[src/rtl/aff_pkg.sv]
// aff_pkg: constants shared by the display scanner and the BCD-to-7-segment decoder.
//   BCD_MAX     largest legal BCD digit value
//   ACTIVE_LOW  select/segment polarity code for active-low outputs
//   ACTIVE_HIGH select/segment polarity code for active-high outputs
package aff_pkg;

    localparam int BCD_MAX     = 9;
    localparam int ACTIVE_LOW  = 0;
    localparam int ACTIVE_HIGH = 1;

    // A digit outside 0..BCD_MAX is shown as 0 rather than driving the decoder with garbage.
    function automatic logic [3:0] bcd_clean(input logic [3:0] d);
        return (d > 4'(BCD_MAX)) ? 4'd0 : d;
    endfunction

endpackage

[src/rtl/aff_scan_tick.sv]
// aff_scan_tick: digit-slot prescaler, counts 0..SCAN_DIV-1 and flags the last cycle of a slot.
//   clk_i   system clock
//   rst_i   synchronous active-high reset
//   cnt_o   current position inside the slot
//   wrap_o  high while cnt_o == SCAN_DIV-1 (the next edge starts a new slot)
module aff_scan_tick #(
    parameter int SCAN_DIV = 50000
) (
    input  logic                        clk_i,
    input  logic                        rst_i,
    output logic [$clog2(SCAN_DIV)-1:0] cnt_o,
    output logic                        wrap_o
);

    localparam int CW = $clog2(SCAN_DIV);

    logic [CW-1:0] cnt_q, cnt_d;

    always_comb begin
        wrap_o = (cnt_q == CW'(SCAN_DIV - 1));
        cnt_d  = wrap_o ? '0 : cnt_q + 1'b1;
    end

    always_ff @(posedge clk_i) begin
        if (rst_i) cnt_q <= '0;
        else       cnt_q <= cnt_d;
    end

    assign cnt_o = cnt_q;

endmodule

[src/rtl/aff_scan_bcd.sv]
// aff_scan_bcd: multiplexed BCD display scanner feeding one shared 7-segment decoder.
//   clk_i     system clock
//   rst_i     synchronous active-high reset (priority over load_i)
//   load_i    single-cycle strobe latching digits_i into the shadow register
//   digits_i  packed BCD, digit 0 in [3:0]
//   byte_o    BCD of the digit in the current slot (0 when blanked)
//   sel_o     one-hot digit select, polarity set by SEL_POLARITY
//   blank_o   current slot is a blanked leading zero
//   err_o     last load contained a digit > 9
module aff_scan_bcd
    import aff_pkg::*;
#(
    parameter int NB_DIGITS    = 4,
    parameter int SCAN_DIV     = 50000,
    parameter int GUARD        = 2,
    parameter int BLANK_ZEROS  = 1,
    parameter int SEL_POLARITY = ACTIVE_LOW
) (
    input  logic                   clk_i,
    input  logic                   rst_i,
    input  logic                   load_i,
    input  logic [4*NB_DIGITS-1:0] digits_i,
    output logic [3:0]             byte_o,
    output logic [NB_DIGITS-1:0]   sel_o,
    output logic                   blank_o,
    output logic                   err_o
);

    localparam int CW = $clog2(SCAN_DIV);
    localparam int IW = (NB_DIGITS > 1) ? $clog2(NB_DIGITS) : 1;
    // XOR mask that turns an active-high one-hot into the configured polarity; also the idle value.
    localparam logic [NB_DIGITS-1:0] SEL_IDLE = {NB_DIGITS{SEL_POLARITY == ACTIVE_LOW}};

    logic [CW-1:0]          cnt;
    logic                   wrap;
    logic [IW-1:0]          idx_q, idx_d;
    logic [4*NB_DIGITS-1:0] shadow_q, shadow_d, clean;
    logic                   err_q, err_d, bad;
    logic [3:0]             byte_q, byte_d;
    logic [NB_DIGITS-1:0]   sel_q, sel_d, act;
    logic                   blank_q, blank_d, zero_above;

    aff_scan_tick #(.SCAN_DIV(SCAN_DIV)) u_tick (
        .clk_i  (clk_i),
        .rst_i  (rst_i),
        .cnt_o  (cnt),
        .wrap_o (wrap)
    );

    always_comb begin
        clean = '0;
        bad   = 1'b0;
        for (int i = 0; i < NB_DIGITS; i++) begin
            clean[4*i +: 4] = bcd_clean(digits_i[4*i +: 4]);
            bad = bad | (digits_i[4*i +: 4] > 4'(BCD_MAX));
        end
        shadow_d = load_i ? clean : shadow_q;
        err_d    = load_i ? bad : err_q;
        idx_d    = !wrap ? idx_q : (idx_q == IW'(NB_DIGITS - 1)) ? '0 : idx_q + 1'b1;
    end

    // Outputs are computed from the current state and registered, giving one cycle of latency.
    // A digit is blanked when it and every more-significant digit are zero; digit 0 never is.
    always_comb begin
        zero_above = 1'b1;
        blank_d    = 1'b0;
        for (int i = NB_DIGITS - 1; i >= 1; i--) begin
            zero_above = zero_above & (shadow_q[4*i +: 4] == 4'd0);
            if (idx_q == IW'(i)) blank_d = zero_above & (BLANK_ZEROS != 0);
        end
        byte_d = blank_d ? 4'd0 : shadow_q[4*idx_q +: 4];
        act    = (!blank_d && cnt >= CW'(GUARD)) ? NB_DIGITS'(1) << idx_q : '0;
        sel_d  = act ^ SEL_IDLE;
    end

    always_ff @(posedge clk_i) begin
        if (rst_i) begin
            idx_q    <= '0;
            shadow_q <= '0;
            err_q    <= 1'b0;
            byte_q   <= 4'd0;
            sel_q    <= SEL_IDLE;
            blank_q  <= 1'b0;
        end else begin
            idx_q    <= idx_d;
            shadow_q <= shadow_d;
            err_q    <= err_d;
            byte_q   <= byte_d;
            sel_q    <= sel_d;
            blank_q  <= blank_d;
        end
    end

    assign byte_o  = byte_q;
    assign sel_o   = sel_q;
    assign blank_o = blank_q;
    assign err_o   = err_q;

endmodule

[config.mk]
export PLATFORM = sky130hd
export DESIGN_NAME = aff_scan_bcd
export DESIGN_NICKNAME = d
export VERILOG_FILES = /design/src/rtl/aff_pkg.sv /design/src/rtl/aff_scan_tick.sv /design/src/rtl/aff_scan_bcd.sv
export SDC_FILE = /design/constraint.sdc
export NUM_CORES = 1
export LEC_CHECK = 0
export ABC_AREA = 0
export BUFFER_PORTS_ARGS = -buffer_cell sky130_fd_sc_hd__buf_2
export CELL_PAD_IN_SITES_DETAIL_PLACEMENT = 0
export CELL_PAD_IN_SITES_GLOBAL_PLACEMENT = 1
export CORE_ASPECT_RATIO = 2
export CORE_MARGIN = 2
export CORE_UTILIZATION = 30
export CTS_BUF_LIST = sky130_fd_sc_hd__clkbuf_8 sky130_fd_sc_hd__clkbuf_16
export CTS_CLUSTER_SIZE = 12
export DETAILED_ROUTE_END_ITERATION = 6
export PLACE_DENSITY = 0.68
export REMOVE_ABC_BUFFERS = 1
export SLEW_MARGIN = 5
export SYNTH_ARGS = -nofsm -noshare
export SYNTH_HDL_FRONTEND = slang
export SYNTH_SLANG_ARGS = --single-unit
[constraint.sdc]
create_clock -name clk_i -period 2.06 [get_ports clk_i]
set_input_delay 0.103 -clock clk_i [delete_from_list [all_inputs] [get_ports clk_i]]
set_output_delay 0.103 -clock clk_i [all_outputs]
set_load 0.02 [all_outputs]
# ---- Word level (Yosys, flattened, before mapping)
# Index checks and enable logic that the tools add are counted.
dict set report classes {
  n_addsub 2
  order_cmp 5
  eq_ne 4
  n_shift 2
  n_mux 9
  bitwise 6
  n_reduce_logical 7
}
# op count
set ops {}
lappend ops {{$mux W4} 5}
lappend ops {{$add A16 B1 Y16 const B} 1}
lappend ops {{$eq A16 B16 Y1 const B} 1}
lappend ops {{$ge A16 B2 Y1 const B} 1}
lappend ops {{$gt A4 B4 Y1 const B} 4}
lappend ops {{$shiftx A16 B5 Y4} 1}
lappend ops {{$logic_not A4 Y1} 3}
lappend ops {{$eq A2 B2 Y1 const B} 2}
lappend ops {{$not A4 Y4} 1}
lappend ops {{$reduce_or A2 Y1} 2}
lappend ops {{$shl A1 B2 Y4 const A} 1}
lappend ops {{$mux W1} 3}
lappend ops {{$or A1 B1 Y1} 3}
lappend ops {{$add A2 B1 Y2 const B} 1}
lappend ops {{$and A1 B1 Y1} 2}
lappend ops {{$eq A2 B1 Y1 const B} 1}
lappend ops {{$mux W2} 1}
lappend ops {{$logic_and A1 B1 Y1} 1}
lappend ops {{$logic_not A1 Y1} 1}
dict set report word_totals {
  reg_bits 44
  inputBits 19
  elab_cells 42
}

# ---- Longest topological paths before layout
# Gate-level depths: netlist of run 1.
dict set report depth {
  word_depth 8
  ltp_mapped 7
}

# ---- Modules after synthesis
# Synthesis of run 1 repeated with hierarchy kept, for this count alone.
dict set report unflattened {
  hier_cells 211
  area_unflattened_um2 1980.6
}
# mod n_inst cells_per_inst area_per_inst_um2 seq_area_each_um2
set by_module_without_submodules {}
lappend by_module_without_submodules {aff_scan_bcd 1 130 1270.0 560.5}
lappend by_module_without_submodules {aff_scan_tick 1 81 710.7 320.3}

# ---- Worst setup path before layout of run 1
# No wires, ideal clock.
dict set report synth_path {
  path_kind {reg-to-reg}
  from {reg idx_q[0]}
  to {reg sel_q[0] (netlist: sel_o[0])}
  setup_time_ps 139
  t_arrival_ps 1849
  t_required_ps 1921
  slack_ps 72
  stages_incl_launch_ff 8
  path_buffers 1
  cell_sequence {dfxtp_1 -> clkbuf_1 -> inv_1 -> ha_1 -> nor2_1 -> mux2_2 -> a31oi_1 -> nand3_1}
}
dict set report synth_via {
  elab_chain_cells 8
  elab_cells_between_ends 11
  classes_between {eq/ne (3); shift (1); mux (4); bitwise (1); reduce/logical (2)}
}
# element line_no
set synth_lines {}
lappend synth_lines {{start, declared} aff_scan_bcd.sv:36} ;# logic [IW-1:0] idx_q, idx_d;
lappend synth_lines {{start signal, assigned} aff_scan_bcd.sv:85} ;# idx_q <= idx_d;
lappend synth_lines {{$eq A2 B2 Y1} aff_scan_bcd.sv:69} ;# if (idx_q == IW'(i)) blank_d = zero_above & (BLANK_ZEROS != 0);
lappend synth_lines {{$mux W1 (3 in series)} aff_scan_bcd.sv:69}
lappend synth_lines {{$logic_not A1 Y1} aff_scan_bcd.sv:72} ;# act = (!blank_d && cnt >= CW'(GUARD)) ? NB_DIGITS'(1) << idx_q : '0;
lappend synth_lines {{$logic_and A1 B1 Y1} aff_scan_bcd.sv:72}
lappend synth_lines {{$mux W4 (*)} aff_scan_bcd.sv:72}
lappend synth_lines {{$not A4 Y4 (no source line) (*)} -}
lappend synth_lines {{end signal, assigned} aff_scan_bcd.sv:89} ;# sel_q <= sel_d;
lappend synth_lines {{end, declared} aff_scan_bcd.sv:40} ;# logic [NB_DIGITS-1:0] sel_q, sel_d, act;
# Every way passes the cells marked *; elsewhere a longest branch is shown, timed or not.
# A chain may end at the register's enable or synchronous reset.

# ---- Final worst setup path of run 1
dict set report layout_path {
  from {reg idx_q[0]}
  to {reg sel_q[2] (netlist: sel_o[2])}
}
# The elaborated chain is that of the path after synthesis.

==> results of run 1 <==
[cell families (layout without fill, tap and decap cells)]
group / after synthesis / count (layout)
XOR/XNOR: 13 / 13
flip-flops: 44 / 44
buffers and inverters: 15 / 45
AND/OR/NAND/NOR: 104 / 104
AO/OA/AOI/OAI: 30 / 30
multiplexers: 5 / 5
adder cells (fa/ha/maj): 6 / 6
[routing by layer]
| layer | track usage | wire (um) | part of all wire | vias to the layer above |
|---|---|---|---|---|
| li1 | - | - | - | 818 |
| met1 | 0.145 | 1630 | 0.37 | 776 |
| met2 | 0.233 | 2530 | 0.57 | 36 |
| met3 | 0.0306 | 146 | 0.033 | 12 |
| met4 | 0.0761 | 158 | 0.035 | 0 |
| met5 | 0 | 0 | 0 | - |
[flip-flops by register name (all words and copies together), names as in the netlist]
name / cells
err_o: 1
sel_o: 4
u_tick.cnt_o: 16
byte_o: 4
shadow_q: 16
blank_o: 1
idx_q: 2
[worst max-delay path by stage]
stage               slack, ps        to  depth (start not counted)      from
floorplan                 200  sel_o[0]                          6  idx_q[0]
global placement          260  sel_o[2]                          6  idx_q[0]
detailed placement        190  sel_o[0]                          6  idx_q[0]
CTS                       180  sel_o[2]                          6  idx_q[0]
global route               90  sel_o[0]                          6  idx_q[1]
finish                    210  sel_o[2]                          6  idx_q[0]
[cell type report]
type	instances	share of cell area
multi-input combinational	158	0.433
sequential	44	0.372
timing repair buffer	32	0.0718
clock buffer	5	0.0528
tap	86	0.0454
clock inverter	3	0.0179
inverter	5	0.00792
[power breakdown]
group	total (W)	internal (W)	switching, W
Clock	0.000900	0.000569	0.000331
Sequential	0.000891	0.000873	0.0000175
Combinational	0.000120	0.0000517	0.0000687
[metrics by stage]
stage | setup WS [ps] | instance area (sq um) | hold WS, ps | total power, W
global route | 94.0 | 2370 | 101 | 0.00198
floorplan | 202 | 1930 | 172 | 0.000968
CTS | 184 | 2370 | 67.5 | 0.00194
detailed placement | 191 | 2200 | 368 | 0.00103
finish | 209 | 2370 | 73.0 | 0.00191
global placement | 259 | 2200 | 363 | 0.00103
[worst max-delay path: cells and delay by family, from the launching register on]
| kind | cells | cell delay, ps |
|---|---|---|
| adders and majority gates | 1 | 210 |
| DFF | 1 | 360 |
| AOI/OAI and AO/OA | 1 | 460 |
| buffers and inverters | 1 | 70 |
| muxes | 1 | 350 |
| and+or+nand+nor | 2 | 250 |
[Yosys cell counts (all sizes together)]
master  number  area share
nand4b       1      0.0045
nor4         7       0.022
xnor2        8       0.036
o21ai        6       0.015
and3         2      0.0064
mux4         4       0.046
or4          2      0.0076
inv          5      0.0095
nand2b      14       0.044
clkbuf       6       0.011
nand2        6       0.011
o31ai        1      0.0038
or3          2      0.0089
nor2        27       0.051
nor3         3      0.0076
dfxtp       44        0.45
nand3b       6       0.023
a211oi       1      0.0038
nand3       18       0.048
mux2         1      0.0057
o21bai       1      0.0057
and2         4       0.013
o41ai        1      0.0045
xor2         5       0.022
a31oi        1      0.0032
nand4        7       0.022
and4         2      0.0089
buf          4       0.010
ha           6       0.038
nor2b        3      0.0095
a21oi       19       0.048
==> run_results.csv, run 1 <==
group,metric,value,unit
outcome,outcome,"finished, final reports clean",
drt,postRouteAntennaNets,0,
setup_path,critPathMaxStageDelay,460,ps
final_layout,filler_cell_count,674,
setup_path,critical_path_class,"reg -> reg",
floorplanning,area_of_the_core,6310,sq um
drt,route.vias.total,1642,
synthesis,syn_area_per_cell,9.07,sq um
final_layout,multiInputGateArea,1030,sq um
setup_path,critPathSlowestCell,"a31oi_1",
floorplanning,floorplan.die_area,7260,sq um
synthesis,netlist-cell-type-count,33,
floorplanning,num_io_pins,29,
sta,post-route-period-util,0.898,
global_route,first_global_vias,1582,
sta,setup_viol_count_final,0,
setup_path,reg2reg_depth,6,
sta,worst_clock_skew,7.32,ps
place,buffers_on_ports,28,
synthesis,synth-compound-area-share,0.0846,
clock_network,cts_tree,"yes",
synthesis,synth.area.mux_share,0.0515,
setup_path,end_kind,"flop",
setup_path,cp.required,2210,ps
min_path,whs_path_cells,3,
setup_path,critical_path_arrival,2000,ps
sta,slew_worst_pin,555,ps
global_route,grt_first_pass_wirelength,7380,um
power,max-vdd-ir-drop,0.515,mV
sta,drv_slew,0,
synthesis,yosys_register_bits,44,
sta,final.setup.tns,0,ps
sta,timing.final.hold_violations,0,
clock_network,buffer_count_from_post_cts_setup_fixing,0,
drt,wire_length_reported_by_the_detailed_router,4470,um
job,max_cap_violations,0,
synthesis,yosys.area_share.adder,0.0381,
synthesis,post_synth_xor_area_fraction,0.0579,
setup_path,worst-path-max-fanout,8,
final_layout,antenna-diode-count,0,
global_route,groute.usage.overall,0.137,
clock_network,cts_buffers,5,
synthesis,synth_cells,217,
clock_network,clkTransAtPathRegs,60,ps
global_route,grt-ovfl-total,0,
floorplanning,floorplan.initialDensity,0.312,
place,dp.cells,325,
place,hpwlAfterDp,3370,um
floorplanning,die_width,61.3,um
final_layout,finalNonFillerCells,333,
clock_network,cts_hold_repair.buffers,0,
sta,rsz0062_at_grt,"no",
drt,drt-initial-drc-count,49,
drt,detail_route.first_pass.iterations,4,
clock_network,clockBufferDepth,2,
setup_path,worst_r2r_src,"idx_q[0]",
drt,drt-vias-per-instance,4.93,
setup_path,critPathLaunchType,"flop",
min_path,worst_hold_path.endpoint,"shadow_q[2]",
final_layout,finish.utilization,0.376,
drt,drc,0,
min_path,hold_path.class,"in -> reg",
synthesis,yosysWarningCount,0,
clock_network,clk_root_buffer_cell,"clkbuf_16",
sta,max_clock_freq,540,MHz
final_layout,mostFrequentLayoutCell,"dfxtp_1",
global_route,grt_antenna_before_repair,0,
place,place.gp.congestion,0.782,
min_path,worst_hold_startpoint,"digits_i[2]",
drt,routed_wire_length_per_instance,13.4,um
final_layout,final_nets,271,
floorplanning,rows,41,
final_layout,layout.cells.most_common_list,"44 x dfxtp_1, 28 x buf_2, 27 x nor2_1",
synthesis,post_synth_design_cell_area,1970,sq um
clock_network,htree_levels,2,
setup_path,critical_path.reg2reg.endpoint,"sel_o[2]",
power,power.density_cell_area,806,nW/um^2
clock_network,cts-resized-gates,0,
setup_path,regToRegSetupSlack,210,ps
synthesis,synth_simple_gate_area_share,0.289,
clock_network,clock_sinks,44,
final_layout,syn_to_final_growth,20.5,%
final_layout,regArea,881,sq um
global_route,maximum_number_of_pins_on_one_net_before_global_route_repair,34,
setup_path,crit_path_cell_trace,"inv_1, ha_1, nor2_1, mux2_2, a31oi_1, nand3_1",
power,power.leakage,0.861,nW
sta,maxSlewHeadroom,0.628,
final_layout,ratio_of_cells_with_drive_above_1_in_the_final_layout,0.194,
synthesis,largest_family_of_logic_cells_by_synthesized_area,"simple AND/OR/NAND/NOR gates",
floorplanning,die_y,119,um
synthesis,seq_area_frac_synth,0.448,
sta,layout_min_cycle_time,1850,ps
clock_network,clock_latency,290,ps
Note: power is estimated with default switching activity, not from simulation.
==> run 2: changes to the inputs <==
--- a/config.mk
+++ b/config.mk
@@ -15,8 +15,10 @@
 export CTS_BUF_LIST = sky130_fd_sc_hd__clkbuf_8 sky130_fd_sc_hd__clkbuf_16
 export CTS_CLUSTER_SIZE = 12
 export DETAILED_ROUTE_END_ITERATION = 6
+export HOLD_SLACK_MARGIN = 0.12
 export PLACE_DENSITY = 0.68
 export REMOVE_ABC_BUFFERS = 1
+export SKIP_LAST_GASP = 1
 export SLEW_MARGIN = 5
 export SYNTH_ARGS = -nofsm -noshare
 export SYNTH_HDL_FRONTEND = slang
==> run 2 against run 1 <==
  * Critical path depth unchanged
  * Fmax down 0.27%
  * Non-clock buffer count up 13
  * Largest cell class unchanged
  * Sequential power about the same
  * Critical endpoint unchanged
  * Register-to-register slack about the same
  * Count of clock-buffer cells in the layout unchanged
==> run_results.csv, run 2 (synthesis results as in run 1) <==
group,metric,value,unit
outcome,outcome,"finished, final reports clean",
drt,detail_route.first_pass.iterations,4,
drt,wire_length_reported_by_the_detailed_router,4630,um
clock_network,clock_latency,290,ps
floorplanning,floorplan.die_area,7260,sq um
drt,drt-initial-drc-count,37,
drt,postRouteAntennaNets,0,
clock_network,clk_root_buffer_cell,"clkbuf_16",
floorplanning,floorplan.initialDensity,0.312,
sta,post-route-period-util,0.901,
sta,layout_min_cycle_time,1860,ps
floorplanning,die_y,119,um
global_route,groute.usage.overall,0.142,
setup_path,critPathSlowestCell,"a31oi_1",
job,max_cap_violations,0,
setup_path,end_kind,"flop",
global_route,grt_antenna_before_repair,0,
sta,drv_slew,0,
sta,slew_worst_pin,557,ps
sta,setup_viol_count_final,0,
clock_network,cts_buffers,5,
floorplanning,num_io_pins,29,
sta,rsz0062_at_grt,"no",
setup_path,critPathLaunchType,"flop",
sta,max_clock_freq,539,MHz
clock_network,cts-resized-gates,0,
global_route,maximum_number_of_pins_on_one_net_before_global_route_repair,34,
sta,maxSlewHeadroom,0.627,
drt,drt-vias-per-instance,4.86,
floorplanning,rows,41,
place,place.gp.congestion,0.782,
place,buffers_on_ports,28,
drt,maxUsedRoutingLayer,"met4",
power,power.density_cell_area,772,nW/um^2
clock_network,cts_tree,"yes",
final_layout,layout.cells.most_common_list,"44 x dfxtp_1, 28 x buf_2, 27 x nor2_1",
clock_network,htree_levels,2,
setup_path,crit_path_cell_trace,"inv_1, ha_1, nor2_1, mux2_2, a31oi_1, nand3_1",
sta,timing.final.hold_violations,0,
final_layout,ratio_of_cells_with_drive_above_1_in_the_final_layout,0.185,
power,max-vdd-ir-drop,0.514,mV
setup_path,critical_path_arrival,2010,ps
final_layout,antenna-diode-count,0,
clock_network,clockBufferDepth,2,
power,power.leakage,0.916,nW
drt,drc,0,
floorplanning,die_width,61.3,um
power,final_power,0.00193,W
setup_path,worst-path-max-fanout,8,
drt,route.vias.total,1681,
drt,met3RoutedLength,108,um
floorplanning,area_of_the_core,6310,sq um
drt,m1WireLength,1710,um
clock_network,clock_sinks,44,
setup_path,critPathMaxStageDelay,460,ps
setup_path,critical_path_class,"reg -> reg",
final_layout,final_nets,284,
final_layout,syn_to_final_growth,27.1,%
sta,worst_clock_skew,6.77,ps
setup_path,cp.required,2210,ps
sta,final.setup.tns,0,ps
setup_path,regToRegSetupSlack,200,ps
drt,routed_wire_length_per_instance,13.4,um
min_path,hold_path.class,"in -> reg",
clock_network,clkTransAtPathRegs,60,ps
final_layout,mostFrequentLayoutCell,"dfxtp_1",
drt,wl_met2,2660,um
global_route,first_global_vias,1666,
place,hpwlAfterDp,3370,um
global_route,grt-ovfl-total,0,
global_route,grt_first_pass_wirelength,7710,um
[run 2: changes by cell type in the layout (fill, tap and decap cells not counted), sizes merged]
cell / before / now
dlygate4sd3: 0 / 13
[run 2: power breakdown]
group          total (W)  internal, W  switching [W]
sequential      0.000891     0.000873      0.0000175
combinational   0.000140    0.0000677      0.0000722
clock           0.000901     0.000569       0.000331
total            0.00193      0.00151       0.000421
[run 2: per-stage QoR]
step / instance area [sq um] / worst slack [ps] / hold WS, ps / util / cells
6_report: 2500 / 204 / 126 / 0.396 / 346
5_1_grt: 2500 / 94.0 / 144 / 0.396 / 346
4_1_cts: 2500 / 184 / 122 / 0.396 / 346
3_5_place_dp: 2200 / 191 / 368 / 0.349 / 325
3_3_place_gp: 2200 / 259 / 363 / 0.349 / 325
2_1_floorplan: 1930 / 202 / 172 / - / 207
[run 2: final cells by class]
class / instances / area (sq um)
fillers: 665 / 3810
multi-input cells: 158 / 1030
flip-flops and latches: 44 / 881
repair buffers: 45 / 300
clock buffers: 5 / 125
well taps: 86 / 108
clock inverters: 3 / 42.5
inverters: 5 / 18.8
[run 2: path summary, 6_finish.rpt]
| check | from | end | cells past startpoint |
|---|---|---|---|
| setup / recovery | idx_q[0] | sel_o[2] | 6 |
| hold / removal | digits_i[3] | shadow_q[3] | 3 |
| setup reg to reg | idx_q[0] | sel_o[2] | 6 |
| hold reg to reg | shadow_q[3] | shadow_q[3] | 2 |
[run 2: routing by layer]
metal | vias up | track usage
met5 | - | 0
met4 | 0 | 0.0761
met3 | 12 | 0.0284
met2 | 31 | 0.245
met1 | 794 | 0.152
li1 | 844 | -
[run 2: repair_timing]
action	CTS	global route
hold endpoints to repair	13	0
hold buffers	13	0
buffers inserted	0	0
[run 2: critical path, delay by kind of cell (launching register included)]
| kind | cells | cell delay [ps] |
|---|---|---|
| adder cells (fa/ha/maj) | 1 | 210 |
| flip-flops | 1 | 360 |
| AND/OR/NAND/NOR | 2 | 250 |
| AO/OA/AOI/OAI | 1 | 460 |
| multiplexers | 1 | 350 |
| buffers and inverters | 1 | 70 |
==> run 3: changes to the inputs <==
--- a/config.mk
+++ b/config.mk
@@ -6,7 +6,6 @@
 export NUM_CORES = 1
 export LEC_CHECK = 0
 export ABC_AREA = 0
-export BUFFER_PORTS_ARGS = -buffer_cell sky130_fd_sc_hd__buf_2
 export CELL_PAD_IN_SITES_DETAIL_PLACEMENT = 0
 export CELL_PAD_IN_SITES_GLOBAL_PLACEMENT = 1
 export CORE_ASPECT_RATIO = 2
@@ -15,8 +14,9 @@
 export CTS_BUF_LIST = sky130_fd_sc_hd__clkbuf_8 sky130_fd_sc_hd__clkbuf_16
 export CTS_CLUSTER_SIZE = 12
 export DETAILED_ROUTE_END_ITERATION = 6
+export DONT_BUFFER_PORTS = 1
 export HOLD_SLACK_MARGIN = 0.12
-export PLACE_DENSITY = 0.68
+export PLACE_DENSITY = 0.63
 export REMOVE_ABC_BUFFERS = 1
 export SKIP_LAST_GASP = 1
 export SLEW_MARGIN = 5
==> run 3 against run 2 <==
  * Non-clock buffer count is 14 lower
  * Sequential power up 0.9%
  * Critical endpoint is now shadow_q[9]
  * Sequential cell count unchanged
  * Via count fell by 1.2%
  * Critical path type is now in -> reg
  * Clock skew down 2.8 ps
  * Hold slack worse by 5.9 ps
  * Power is 5.2% lower
  * Register-to-register slack better by 80 ps
  * Worst setup slack worse by 54 ps
  * Clock power shrank 11%
  * Sequential share of layout area rose by 0.11 points
  * Largest power group is now sequential cells
  * Largest cell class unchanged
==> run_results.csv, run 3 (synthesis results as in run 1) <==
group,metric,value,unit
clock_network,clockBufferDepth,2,
min_path,hold_path.class,"in -> reg",
sta,timing.final.hold_violations,0,
floorplanning,rows,41,
sta,drv_slew,0,
sta,post-route-period-util,0.927,
clock_network,htree_levels,2,
final_layout,filler_cell_count,654,
sta,max_clock_freq,524,MHz
final_layout,layout.cells.most_common_list,"44 x dfxtp_1, 27 x nor2_1, 27 x dlygate4sd3_1",
global_route,grt_first_pass_wirelength,7970,um
drt,wire_length_reported_by_the_detailed_router,4960,um
global_route,grt_antenna_before_repair,1,
floorplanning,area_of_the_core,6310,sq um
drt,route.vias.total,1660,
drt,detail_route.first_pass.iterations,4,
place,dp.cells,297,
setup_path,critPathMaxStageDelay,1090,ps
final_layout,finalNonFillerCells,334,
floorplanning,floorplan.die_area,7260,sq um
sta,rsz0062_at_grt,"no",
clock_network,clk_root_buffer_cell,"clkbuf_16",
clock_network,cts_tree,"yes",
setup_path,cp.required,2300,ps
clock_network,clkTransAtPathRegs,60,ps
setup_path,critical_path_arrival,2150,ps
setup_path,regToRegSetupSlack,280,ps
power,power.leakage,0.852,nW
setup_path,timing.critical_path.mode_cell,"dlygate4sd3_1",
final_layout,ratio_of_cells_with_drive_above_1_in_the_final_layout,0.0854,
power,max-vdd-ir-drop,0.357,mV
final_layout,final_nets,270,
global_route,groute.usage.overall,0.153,
min_path,whs_path_cells,3,
clock_network,cts_buffers,5,
power,final_power,0.00183,W
clock_network,clock_sinks,44,
final_layout,regArea,881,sq um
setup_path,cp_top_family,"buffers and inverters",
setup_path,reg2reg_depth,5,
power,power.density_cell_area,734,nW/um^2
clock_network,buffer_count_from_post_cts_setup_fixing,0,
sta,layout_min_cycle_time,1910,ps
floorplanning,die_y,119,um
final_layout,mostFrequentLayoutCell,"dfxtp_1",
global_route,grt-ovfl-total,0,
setup_path,critPathSlowestCell,"dlygate4sd3_1",
setup_path,cp_num_buf_inv,2,
final_layout,multiInputGateArea,1030,sq um
floorplanning,num_io_pins,29,
floorplanning,die_width,61.3,um
final_layout,syn_to_final_growth,26.7,%
sta,worst_clock_skew,3.99,ps
drt,drt-vias-per-instance,4.97,
clock_network,clock_latency,290,ps
setup_path,end_kind,"flop",
setup_path,critical_path_class,"in -> reg",
sta,maxSlewHeadroom,0.408,
place,place.gp.congestion,0.752,
setup_path,crit_path_cell_trace,"dlygate4sd3_1, nand3b_1, a21oi_1, dlygate4sd3_1",
sta,final.setup.tns,0,ps
setup_path,critical_path.reg2reg.endpoint,"idx_q[0]",
drt,routed_wire_length_per_instance,14.8,um
outcome,outcome,"finished, final reports clean",
setup_path,worst_r2r_src,"u_tick.cnt_o[1]",
global_route,maximum_number_of_pins_on_one_net_before_global_route_repair,29,
setup_path,worst-path-max-fanout,28,
min_path,worst_hold_startpoint,"digits_i[14]",
drt,postRouteAntennaNets,0,
drt,drc,0,
setup_path,critPathLaunchType,"input pin",
final_layout,finish.utilization,0.395,
sta,setup_viol_count_final,0,
place,buffers_on_ports,0,
place,hpwlAfterDp,3420,um
sta,slew_worst_pin,886,ps
floorplanning,floorplan.initialDensity,0.312,
job,max_cap_violations,0,
global_route,first_global_vias,1659,
drt,drt-initial-drc-count,64,
min_path,worst_hold_path.endpoint,"shadow_q[12]",
[run 3: through the flow]
stage                     instance area (sq um)  setup slack, ps  hold slack (ps)
after detailed placement                   2060              169              179
final                                      2490              150              120
after floorplan                            1930              202              172
after global routing                       2490             23.5              176
after CTS                                  2480              142              120
after global placement                     2060              241              177
[run 3: cell type report]
type                       instances  share of cell area
clock buffer                       6              0.0557
multi-input combinational        158               0.414
sequential                        44               0.353
antenna                            2             0.00201
clock inverter                     2             0.00401
inverter                           5             0.00753
tap                               86              0.0432
timing repair buffer              31               0.120
[run 3: per-layer routing]
metal / global-route usage / part of all wire / vias up
met3: 0.0394 / 0.028 / 11
met1: 0.141 / 0.34 / 799
met5: 0 / 0 / -
met2: 0.278 / 0.60 / 30
li1: - / - / 820
met4: 0.0883 / 0.040 / 0
[run 3: tightest hold or removal path, cell delays in order]
cell and delay (ps):
o21ai_0 70, nand3_1 120, a21oi_1 70
[run 3: how the worst max path moves through the flow]
stage,from,to,slack [ps],cells after the start
finish,load_i,shadow_q[9],150,4
global route,load_i,shadow_q[9],20,4
CTS,load_i,shadow_q[9],140,4
detailed placement,idx_q[0],sel_o[0],170,6
global placement,idx_q[0],sel_o[3],240,6
floorplan,idx_q[0],sel_o[0],200,6
[run 3: repair_timing]
action	CTS	global route
setup endpoints to repair	0	5
resized for setup	0	1
endpoints found under the hold margin	29	0
hold buffers	27	0
[run 3: where the power goes]
group | leakage [nW] | internal (W) | switching [W]
logic | 0.418 | 0.0000672 | 0.0000597
registers | 0.357 | 0.000873 | 0.0000256
clock network | 0.0766 | 0.000478 | 0.000326
total | 0.852 | 0.00142 | 0.000412
